$ cat src/rtl/inst_fetch_bridge_pkg.sv
// Shared defines for the instruction fetch bridge.
// Holds the bus-width constants, the line-fill length, and the fill FSM
// state encodings used by inst_fetch_bridge.
package inst_fetch_bridge_pkg;

  // Bus widths shared with the core.
  localparam int InstAddrBus = 32;
  localparam int InstBus     = 32;

  // Bytes fetched per instruction word from the byte-wide memory.
  localparam int FILL_LEN = 4;

  // Fill FSM state encodings.
  localparam logic [1:0] ST_IDLE = 2'd0;
  localparam logic [1:0] ST_RD   = 2'd1;
  localparam logic [1:0] ST_LAST = 2'd2;

endpackage

$ cat src/rtl/inst_fetch_bridge_if.sv
// Byte-wide external instruction memory bus.
//   mem_addr_o : byte address driven by the bridge
//   mem_rd_o   : read strobe driven by the bridge
//   mem_data_i : read byte, returned one cycle after its strobe
// Modports: master = bridge side, slave = memory side.
interface inst_fetch_bridge_if;
  import inst_fetch_bridge_pkg::*;

  logic [InstAddrBus-1:0] mem_addr_o;
  logic                   mem_rd_o;
  logic [7:0]             mem_data_i;

  modport master (
    output mem_addr_o,
    output mem_rd_o,
    input  mem_data_i
  );

  modport slave (
    input  mem_addr_o,
    input  mem_rd_o,
    output mem_data_i
  );

endinterface

$ cat src/rtl/inst_fetch_bridge.sv
// Instruction fetch bridge: turns 32-bit core fetches into four byte reads
// on an external byte-wide memory, caching the last fetched word in a
// one-entry line buffer.
// Ports:
//   clk          : clock, rising edge
//   rst          : synchronous reset, active low
//   ce_i         : core fetch enable
//   pc_i         : core fetch address
//   inv_i        : invalidate the line buffer
//   inst_o       : fetched instruction (0 when not valid)
//   inst_valid_o : inst_o belongs to the current pc_i
//   stallreq_o   : fetch stall request
//   mem          : byte-wide memory bus (master side)
module inst_fetch_bridge
  import inst_fetch_bridge_pkg::*;
(
  input  logic                   clk,
  input  logic                   rst,
  input  logic                   ce_i,
  input  logic [InstAddrBus-1:0] pc_i,
  input  logic                   inv_i,
  output logic [InstBus-1:0]     inst_o,
  output logic                   inst_valid_o,
  output logic                   stallreq_o,
  inst_fetch_bridge_if.master    mem
);

  logic [1:0]             state_q, state_d;
  logic [1:0]             cnt_q, cnt_d;
  logic [InstAddrBus-1:0] base_q, base_d;
  logic [InstAddrBus-1:0] tag_q, tag_d;
  logic                   tag_vld_q, tag_vld_d;
  logic [InstBus-1:0]     word_q, word_d;
  // Bytes 0..2 of the word being filled; byte 3 goes straight into word.
  logic [23:0]            fill_q, fill_d;

  logic hit;
  logic abort;
  logic in_rd;

  // Reset masks the hit so that outputs are quiet while rst is low, and
  // stallreq_o then simply follows ce_i.
  assign hit   = rst & ce_i & tag_vld_q & (pc_i == tag_q);
  assign abort = !ce_i || (pc_i != base_q);
  assign in_rd = rst && (state_q == ST_RD);

  assign inst_valid_o   = hit;
  assign inst_o         = hit ? word_q : '0;
  assign stallreq_o     = ce_i & !hit;
  assign mem.mem_rd_o   = in_rd;
  assign mem.mem_addr_o = in_rd ? (base_q + InstAddrBus'(cnt_q)) : '0;

  always_comb begin
    state_d   = state_q;
    cnt_d     = cnt_q;
    base_d    = base_q;
    tag_d     = tag_q;
    tag_vld_d = tag_vld_q;
    word_d    = word_q;
    fill_d    = fill_q;

    case (state_q)
      ST_IDLE: begin
        if (ce_i && !hit) begin
          base_d  = pc_i;
          cnt_d   = '0;
          state_d = ST_RD;
        end
      end
      ST_RD: begin
        // Reads already issued are left to complete; their bytes are
        // simply never captured once we are back in IDLE.
        if (abort) begin
          state_d = ST_IDLE;
        end else begin
          // The byte returning now belongs to the read of the previous cycle.
          for (int k = 0; k < FILL_LEN - 1; k++) begin
            if (cnt_q == 2'(k + 1)) begin
              fill_d[8*k +: 8] = mem.mem_data_i;
            end
          end
          cnt_d = cnt_q + 2'd1;
          if (cnt_q == 2'(FILL_LEN - 1)) begin
            state_d = ST_LAST;
          end
        end
      end
      ST_LAST: begin
        state_d = ST_IDLE;
        if (!abort) begin
          word_d    = {mem.mem_data_i, fill_q};
          tag_d     = base_q;
          tag_vld_d = 1'b1;
        end
      end
      default: state_d = ST_IDLE;
    endcase

    // Invalidate overrides a same-cycle buffer write.
    if (inv_i) begin
      tag_vld_d = 1'b0;
    end
  end

  always_ff @(posedge clk) begin
    if (!rst) begin
      state_q   <= ST_IDLE;
      cnt_q     <= '0;
      base_q    <= '0;
      tag_q     <= '0;
      tag_vld_q <= 1'b0;
      word_q    <= '0;
      fill_q    <= '0;
    end else begin
      state_q   <= state_d;
      cnt_q     <= cnt_d;
      base_q    <= base_d;
      tag_q     <= tag_d;
      tag_vld_q <= tag_vld_d;
      word_q    <= word_d;
      fill_q    <= fill_d;
    end
  end

endmodule

$ cat src/flat_wrapper.sv
// flat-port wrapper written by rule: the top's interface ports become plain ports
module inst_fetch_bridge_flat import inst_fetch_bridge_pkg::*;
  (clk, rst, ce_i, pc_i, inv_i, inst_o, inst_valid_o, stallreq_o, mem_mem_addr_o, mem_mem_rd_o, mem_mem_data_i);
  inst_fetch_bridge_if mem_i ();
  input  logic clk;
  input  logic rst;
  input  logic ce_i;
  input  logic [InstAddrBus-1:0] pc_i;
  input  logic inv_i;
  output logic [InstBus-1:0] inst_o;
  output logic inst_valid_o;
  output logic stallreq_o;
  output wire logic [$bits(mem_i.mem_addr_o)-1:0] mem_mem_addr_o;
  output wire logic [$bits(mem_i.mem_rd_o)-1:0] mem_mem_rd_o;
  input wire logic [$bits(mem_i.mem_data_i)-1:0] mem_mem_data_i;
  assign mem_mem_addr_o = mem_i.mem_addr_o;
  assign mem_mem_rd_o = mem_i.mem_rd_o;
  assign mem_i.mem_data_i = mem_mem_data_i;
  inst_fetch_bridge u_core (.clk(clk), .rst(rst), .ce_i(ce_i), .pc_i(pc_i), .inv_i(inv_i), .inst_o(inst_o), .inst_valid_o(inst_valid_o), .stallreq_o(stallreq_o), .mem(mem_i));
endmodule
$ cat config.mk
export PLATFORM = sky130hd
export DESIGN_NAME = inst_fetch_bridge_flat
export DESIGN_NICKNAME = d
export VERILOG_FILES = /design/src/rtl/inst_fetch_bridge_pkg.sv /design/src/rtl/inst_fetch_bridge_if.sv /design/src/rtl/inst_fetch_bridge.sv /design/src/flat_wrapper.sv
export SDC_FILE = /design/constraint.sdc
export NUM_CORES = 1
export LEC_CHECK = 0
export CAP_MARGIN = 5
export CELL_PAD_IN_SITES_DETAIL_PLACEMENT = 0
export CELL_PAD_IN_SITES_GLOBAL_PLACEMENT = 1
export CORE_MARGIN = 2
export CORE_UTILIZATION = 36
export DETAILED_ROUTE_END_ITERATION = 12
export GPL_TIMING_DRIVEN = 0
export PLACE_DENSITY = 0.8
export SETUP_SLACK_MARGIN = 0.4
export SYNTH_ARGS = -nofsm -noshare
export SYNTH_HDL_FRONTEND = slang
export SYNTH_SLANG_ARGS = --single-unit
$ cat constraint.sdc
create_clock -name clk -period 2.24 [get_ports clk]
set_input_delay 0.224 -clock clk [delete_from_list [all_inputs] [get_ports clk]]
set_output_delay 0.224 -clock clk [all_outputs]
set_load 0.03 [all_outputs]
======== Word-level counts from Yosys, hierarchy flattened ========
Index checks and enable logic that the tools add are counted.
W data, S select, Z words.
word-level totals
  latch bits .............................. 0
  logic and storage cells ................. 51
  ROM bits ................................ 0
  register bits after elaboration ......... 125
  memories kept ........................... 0
  output and inout port bits .............. 67
  memory bits (writable) .................. 0
cells by class
  magnitude comparators ................... 0
  multiply operators ...................... 0
  $add $sub $neg .......................... 2
  muxes and demuxes ....................... 9
  shift operators ......................... 0
  bitwise gates (word level) .............. 6
  reductions and logical operators ........ 15
  div/mod/pow operators ................... 0
  equal/unequal tests ..................... 10
operators by type and width
  kind                   number
  $mux W32               2
  $add A32 B2 Y32        1
  $eq A32 B32 Y1         1
  $ne A32 B32 Y1         1
  $reduce_and A3 Y1      4
  $mux W2                5
  $pmux W2 S2            2
  $eq A2 B2 Y1 const B   3
  $reduce_and A2 Y1      3
  $and A1 B1 Y1          4
  $eq A2 B1 Y1 const B   2
  $ne A3 B2 Y1 const B   1
  $add A2 B1 Y2 const B  1
  $logic_and A1 B1 Y1    2
  $logic_not A1 Y1       2
  $logic_not A2 Y1       1
  $ne A2 B1 Y1 const B   1
  $ne A2 B2 Y1 const B   1
  $not A1 Y1             2
  $reduce_bool A2 Y1     1
  $reduce_or A2 Y1       1
  $logic_or A1 B1 Y1     1

======== Depth between registers and ports, before layout ========
Gate-level depths: netlist (run 1).
  depth after elaboration ................. 7
  gate-level depth with buffers ........... 9
  depth with buffers taken out ............ 8

======== Worst setup path before layout (run 1) ========
OpenSTA, ideal clock, no wires.
  kind .................................... reg-to-output
  start point ............................. register u_core.cnt_q[0]
  end point ............................... output port mem_mem_addr_o[20]
  arrival time ............................ 2.314 ns
  path slack .............................. -0.298 ns
  stages on the path, launching flop included .. 8
  cell sequence ........................... dfxtp_1 ha_1 fa_1 and4_1 and2_1 nand4_1 or3_1 a21oi_1
on the way
  word-level cells in the longest chain between the ends .. 2
ends and longest elaborated chain
  element                 line                      RTL
  from (decl)             inst_fetch_bridge.sv:29   logic [1:0] cnt_q, cnt_d;
  from (signal assigned)  inst_fetch_bridge.sv:116  cnt_q <= cnt_d;
  $add A32 B2 Y32         inst_fetch_bridge.sv:51   assign mem.mem_addr_o = in_rd ? (base_q + InstAddrBus'(cnt_q)) : '0;
  $mux W32                inst_fetch_bridge.sv:51
  to (decl)               flat_wrapper.sv:13        output wire logic [$bits(mem_i.mem_addr_o)-1:0] mem_mem_addr_o;
Every way passes these cells.

======== Final worst setup path (run 1) ========
  start point ............................. register u_core.cnt_q[1]
  end point ............................... output port mem_mem_addr_o[23]
Same word-level chain as after synthesis.

==> impl_metrics.toml, run 1 <==
[outcome]
status = "finished with violations"
violations = "negative setup slack"

[setup_path]
critPathSlowestCell = "or3_4"
r2r-start = "u_core.tag_q[22]"
crit_path_end_kind = "output pin"
cp.arrival_ns = 2.59
crit_chain = "ha_4 -> a21o_1 -> nand3_2 -> or3_4 -> clkbuf_16 -> or3_4 -> a21oi_4 -> buf_6"
crit_path_start_kind = "flop"
path_max_fanout = 5
rr_worst_depth = 13
critical_path_class = "flop to output pin"
cpPeakStageDelay_ns = 0.45
reg2reg_to = "u_core.base_q[20]"
r2r_setup_slack_ns = -0.40
cp_common_cell = "or3_4"
cp.required_ns = 2.02

[clock_tree]
numCtsBuffers = 17
cts_tree = "built"
htree_num_levels = 4
clk_pin_slew_worst_paths_ns = 0.06
worstSkewPairLatency_ns = 0.43
cts.sinks = 125
cts.path.max_buffers = 2
cts_hold_buf = 0
ctsRootBufferMaster = "clkbuf_16"

[cells_and_area]
design_area_um2 = 10900
synthToLayoutAreaGrowth_pct = 68.4
layout.nets = 1007
n_antenna_cell = 0
drive_above_1_share_pct = 40.1

[sta]
finalCritPeriodShare_pct = 126
max_freq_ghz = 0.355
layout_setup_ws_ns = -0.574
hold_slack_ns = 0.170
tightest_slew_ns = 0.657
drv_slew = 0
rsz0062_at_grt = "yes"
setup_viol = 185
fin_setup_tns_ns = -57.07
finalHoldViolCount = 0
slew-limit-headroom_pct = 55.8
fin_skew_ns = 0.0121
fin_crit_ns = 2.81

[route]
avgRoutedWirePerCell_um = 19.1
wl_met2_um = 10800
drc = 0
viasPerCell = 5.16
met1Wirelength_um = 10100
top_layer = "met4"
wl_met3_um = 1240
via_count = 6183
first_iter_violations = 332
firstDrtPassIters = 5
wl_um = 22900
drtAntennaViolNets = 0

[synth]
ys_types = 40
yosysSeqAreaShare_pct = 38.7
synth_seq_cells = 125
yosysWarnings = 0
synth_edf_count = 0
syn_nets = 794
synth_area_leaders = "dfxtp_1 (39%), mux2i_1 (19%), nand2_1 (10%)"
post-synth-top-area-fraction_pct = 38.7
synthMostInstantiatedCell = "nand2_1"
synth_commonest_cells = "nand2_1 (177), dfxtp_1 (125), mux2i_1 (120), xnor2_1 (51), and2_1 (36)"
syn_inst = 744
synth_ff_type = "dfxtp_1"
synth_area_um2 = 6460
synth_area_leader_cell = "dfxtp_1"
avgSynthCellArea_um2 = 8.69
synthArstFlopShare_pct = 0

[global_route]
grt_pass1_wl_um = 34100
antenna_found_initial = 0
overflow = 0
grt_pass1_vias = 6147
grt_start_max_net_pins = 17
grtUsageTotal_pct = 23.1

[die]
core_um2 = 17800
die_x_um = 138
initial_core_util_pct = 36.4
dieArea_um2 = 19000
row_count = 49
die_h_um = 138
num_io_pins = 111

[worst_hold_path]
hp-start = "pc_i[12]"
hold-path-endpoint = "u_core.base_q[12]"
hold_class = "primary input to flop"
whs_path_depth = 3

[flow_run]
cap_violations = 0

[placement]
gp_congestion = 0.885
port_buffers = 110
postPlaceCellArea_um2 = 8370
hpwl_um = 14500

[power_and_ir_drop]
vdd_drop_max_v = 0.000528
p_leak_nw = 4.85
power_density_nw_per_um2 = 557
power.total_mw = 6.07
==> critical path, delay by kind of cell, from the launching register on <==
family                   cells  cell delay (ns)
buffers and inverters        2             0.32
AND/OR/NAND/NOR              3             0.91
adder cells (fa/ha/maj)      1             0.25
flip-flops                   1             0.35
AO/OA/AOI/OAI                2             0.30
==> how the worst max path moves through the flow <==
stage                     slack (ns)  cells after the start                 end             from
after floorplan                0.005                      7  mem_mem_addr_o[20]  u_core.cnt_q[0]
after CTS                      -0.56                      8  mem_mem_addr_o[29]  u_core.cnt_q[1]
after global placement         -1.53                      8          inst_o[21]          pc_i[3]
after detailed placement       -1.49                      8          inst_o[21]          pc_i[3]
final                          -0.57                      8  mem_mem_addr_o[23]  u_core.cnt_q[1]
after global routing           -0.62                     11  mem_mem_addr_o[18]  u_core.cnt_q[0]
==> sequential cells by signal, indices dropped and copies added, names as in the netlist <==
name / count
u_core.base_q: 32
u_core.word_q: 32
u_core.cnt_q: 2
u_core.tag_q: 32
u_core.tag_vld_q: 1
u_core.fill_q: 24
u_core.state_q: 2
==> routing by layer <==
layer	global-route usage [%]	vias to the layer above
met3	5.26	70
met5	0	-
met1	29.8	2956
met2	37.3	225
li1	-	2932
met4	9.99	0
==> repair_timing <==
| action | 4_1_cts | 5_1_grt |
|---|---|---|
| gates cloned | 14 | 2 |
| pin swaps | 38 | 36 |
| setup endpoints to repair | 191 | 192 |
| buffers inserted | 55 | 13 |
| resized for setup | 605 | 90 |
==> kinds of logic (layout without fill, tap and decap cells) <==
group,Yosys count,in the layout,synth area share [%]
AO/OA/AOI/OAI,30,30,2.79
flip-flops,125,125,38.7
multiplexers,120,120,18.6
buffers and inverters,61,287,4.30
adder cells (fa/ha/maj),6,6,1.28
XOR/XNOR,78,78,10.6
AND/OR/NAND/NOR,324,324,23.8
==> power by group <==
| group | internal, mW | switching [mW] | leakage (nW) | total, mW |
|---|---|---|---|---|
| combinational | 0.364 | 0.413 | 3.53 | 0.777 |
| sequential | 2.26 | 0.0736 | 1.03 | 2.34 |
| clock | 1.79 | 1.16 | 0.298 | 2.95 |
==> metrics by stage <==
stage | util (%) | instances | setup WS [ns]
final | 61.2 | 1199 | -0.574
after global routing | 61.2 | 1199 | -0.615
after CTS | 58.4 | 1184 | -0.559
after detailed placement | 47.1 | 1083 | -1.49
after global placement | 47.1 | 1083 | -1.53
after floorplan | - | 744 | 0.00469
==> layout by cell type, fill, tap and decap left out, types with 4 or more instances in the layout <==
cell / Yosys / routed
nand3_1: 17 / 9
xnor2_2: 0 / 17
or3_4: 0 / 9
o21ai_0: 8 / 6
dfxtp_2: 0 / 22
nor2_2: 0 / 11
inv_1: 18 / 17
clkdlybuf4s50_1: 0 / 23
buf_8: 0 / 6
xnor2_1: 51 / 28
o22ai_1: 4 / 4
nor4_1: 11 / 5
buf_6: 5 / 103
and3_1: 7 / 4
clkbuf_2: 0 / 4
nor2_1: 26 / 11
buf_4: 1 / 27
nor2_4: 0 / 4
a21oi_4: 0 / 8
nand2_1: 177 / 172
buf_12: 0 / 15
dfxtp_1: 125 / 97
buf_16: 0 / 10
clkbuf_4: 0 / 6
dfxtp_4: 0 / 6
xnor2_4: 0 / 6
clkbuf_1: 30 / 14
clkbuf_16: 0 / 22
nand4_1: 19 / 19
inv_6: 0 / 4
dlygate4sd2_1: 0 / 17
xor2_2: 0 / 10
and2_4: 0 / 34
nand3_2: 2 / 7
xor2_1: 27 / 15
mux2i_1: 120 / 120
nor4_2: 0 / 4
==> area by class of cell <==
cell class | instances | area, µm²
buffer | 42 | 489
clock inverter | 15 | 204
tap | 229 | 287
clock buffer | 17 | 425
fill | 1425 | 6890
timing repair buffer | 194 | 2240
multi-input combinational | 558 | 4620
sequential | 125 | 2550
inverter | 19 | 71.3
No activity file was read; power rests on OpenSTA's default activity.
==> run 2: changes to the inputs <==
Settings changed: REMOVE_ABC_BUFFERS set to 1, SLEW_MARGIN set to 30.
==> run 2 against run 1 <==
  * The run still ends with negative setup slack left
  * Clock-buffer cell count rose by 4
  * Sequential share of layout area grew 1.5 points
  * First-iteration DRC count increased by 14%
  * Power is 1.3% lower
  * Largest cell class unchanged
  * Cell count fell by 2.2%
  * Non-clock buffer count down 28
  * Critical endpoint is now inst_o[5]
  * Largest power group unchanged
  * Utilization fell by 3.3 points
  * Sequential power barely moved
  * Critical path depth rose by 1
  * Clock skew fell by 0.0052 ns
  * Combinational power decreased by 17%
==> impl_metrics.toml, run 2 (synthesized netlist as in run 1, its figures left out) <==
[outcome]
status = "finished with violations"
violations = "negative setup slack"

[setup_path]
critPathSlowestCell = "or4_4"
crit_path_end_kind = "output pin"
path_max_fanout = 8
crit_path_start_kind = "flop"
critical_path_class = "flop to output pin"
cpPeakStageDelay_ns = 0.57
reg2reg_to = "u_core.base_q[31]"
rr_worst_depth = 14
r2r-start = "u_core.tag_q[2]"
crit_chain = "xnor2_2 -> nand4_1 -> or4_4 -> nor3_4 -> buf_6 -> buf_8 -> clkbuf_16 -> and2_4 -> buf_6"
critical_path_buf_inv_count = 4
critPathTopFamily = "simple AND/OR/NAND/NOR gates"
r2r_setup_slack_ns = -0.36
cp_common_cell = "buf_6"
cp.required_ns = 2.02
cp.arrival_ns = 2.52

[route]
wl_um = 20300
via_count = 5952
drtAntennaViolNets = 0
avgRoutedWirePerCell_um = 17.3
first_iter_violations = 378
viasPerCell = 5.07
drc = 0
firstDrtPassIters = 5

[sta]
tightest_slew_ns = 0.430
layout_setup_ws_ns = -0.507
hold_slack_ns = 0.131
finalCritPeriodShare_pct = 123
drv_slew = 0
setup_viol = 152
fin_crit_ns = 2.75
fin_skew_ns = 0.00694
slew-limit-headroom_pct = 71.3
finalHoldViolCount = 0
rsz0062_at_grt = "yes"
max_freq_ghz = 0.364

[global_route]
grt_pass1_vias = 5554
grt_pass1_wl_um = 29600
antenna_found_initial = 1
overflow = 0
grtUsageTotal_pct = 19.4
grt_start_max_net_pins = 90

[power_and_ir_drop]
p_leak_nw = 4.78
vdd_drop_max_v = 0.000552
power.total_mw = 5.99
power_density_nw_per_um2 = 581

[cells_and_area]
fin_util_pct = 58.0
final_common_cell = "nand2_1"
reg.largest.list = "u_core.base_q: 32 flops, u_core.tag_q: 32 flops, u_core.word_q: 32 flops"
synthToLayoutAreaGrowth_pct = 59.4
mostFrequentLayoutCells = "nand2_1 (174), mux2i_1 (120), buf_6 (88), dfxtp_1 (86), buf_4 (54)"
drive_above_1_share_pct = 38.1
layout.nets = 980

[die]
core_um2 = 17800
dieArea_um2 = 19000
row_count = 49
num_io_pins = 111
die_h_um = 138
initial_core_util_pct = 36.4
die_x_um = 138

[placement]
gp_congestion = 0.809
dp_slack_ns = -1.32
hpwl_um = 12600
port_buffers = 110

[clock_tree]
cts.sinks = 125
clk_pin_slew_worst_paths_ns = 0.06
htree_num_levels = 4
cts_tree = "built"
worstSkewPairLatency_ns = 0.42
numCtsBuffers = 17
ctsRootBufferMaster = "clkbuf_16"
cts.path.max_buffers = 2
cts_hold_buf = 0

[worst_hold_path]
whs_path_depth = 3
hold_class = "primary input to flop"
hold-path-endpoint = "u_core.base_q[29]"
hp-start = "pc_i[29]"

[flow_run]
cap_violations = 0
[run 2: cell count changes in the layout (fill, tap and decap cells not counted), sizes merged]
cell           change
bufbuf             +1
dlygate4sd2        -9
diode              +1
bufinv             +2
clkbuf            -24
clkinvlp           -2
dlymetal6s2s      +15
clkdlybuf4s50      -6
buf                -1
nand2              +1
inv                -6
clkinv             +2
[run 2: power breakdown]
group / internal [mW] / switching [mW]
Combinational: 0.308 / 0.338
Clock: 2.00 / 0.995
Sequential: 2.26 / 0.0832
[run 2: tightest hold or removal path, delay by kind of cell]
family                 cells  cell delay, ns
AND/OR/NAND/NOR            1            0.07
buffers and inverters      1            0.16
multiplexers               1            0.06
[run 2: worst max path at each step]
stage	endpoint	from	cells past startpoint
3_3_place_gp	u_core.base_q[10]	rst	6
6_report	inst_o[5]	u_core.tag_q[2]	9
3_5_place_dp	inst_o[13]	rst	10
2_1_floorplan	u_core.base_q[0]	u_core.tag_q[0]	6
4_1_cts	inst_o[8]	u_core.tag_q[27]	9
5_1_grt	inst_o[13]	u_core.tag_q[2]	9
[run 2: cell type report]
type | instances | area [µm²]
Antenna cell | 1 | 2.50
Clock buffer | 21 | 450
Clock inverter | 11 | 190
Fill cell | 1491 | 7470
Inverter | 19 | 71.3
Multi-Input combinational cell | 559 | 4420
Sequential cell | 125 | 2570
Tap cell | 229 | 287
Timing Repair Buffer | 208 | 2310
[run 2: per-stage QoR]
step	instance area [µm²]	std cells	setup TNS (ns)
2_1_floorplan	6260	702	-365.82
3_3_place_gp	7650	1041	-1270.41
3_5_place_dp	7860	1063	-158.86
4_1_cts	9250	1126	-35.83
5_1_grt	10300	1173	-48.15
6_report	10300	1173	-37.20
[run 2: metal layers]
| layer | wire length, µm | track usage (%) |
|---|---|---|
| met1 | 8920 | 25.9 |
| met2 | 10200 | 31.2 |
| met3 | 817 | 4.02 |
| met4 | 401 | 7.14 |
| met5 | 0 | 0 |
[run 2: repair_timing]
action                                  4_1_cts  5_1_grt
setup buffers                                28       42
pin swaps                                    51       55
endpoints found under the setup margin      191      191
resized for setup                           571      167
gates cloned                                  3        4
==> run 3: changes to the inputs <==
Settings changed: CAP_MARGIN 5 to 20.
==> results of run 3 <==
Final layout, timing and power as in run 2 (identical DEF).
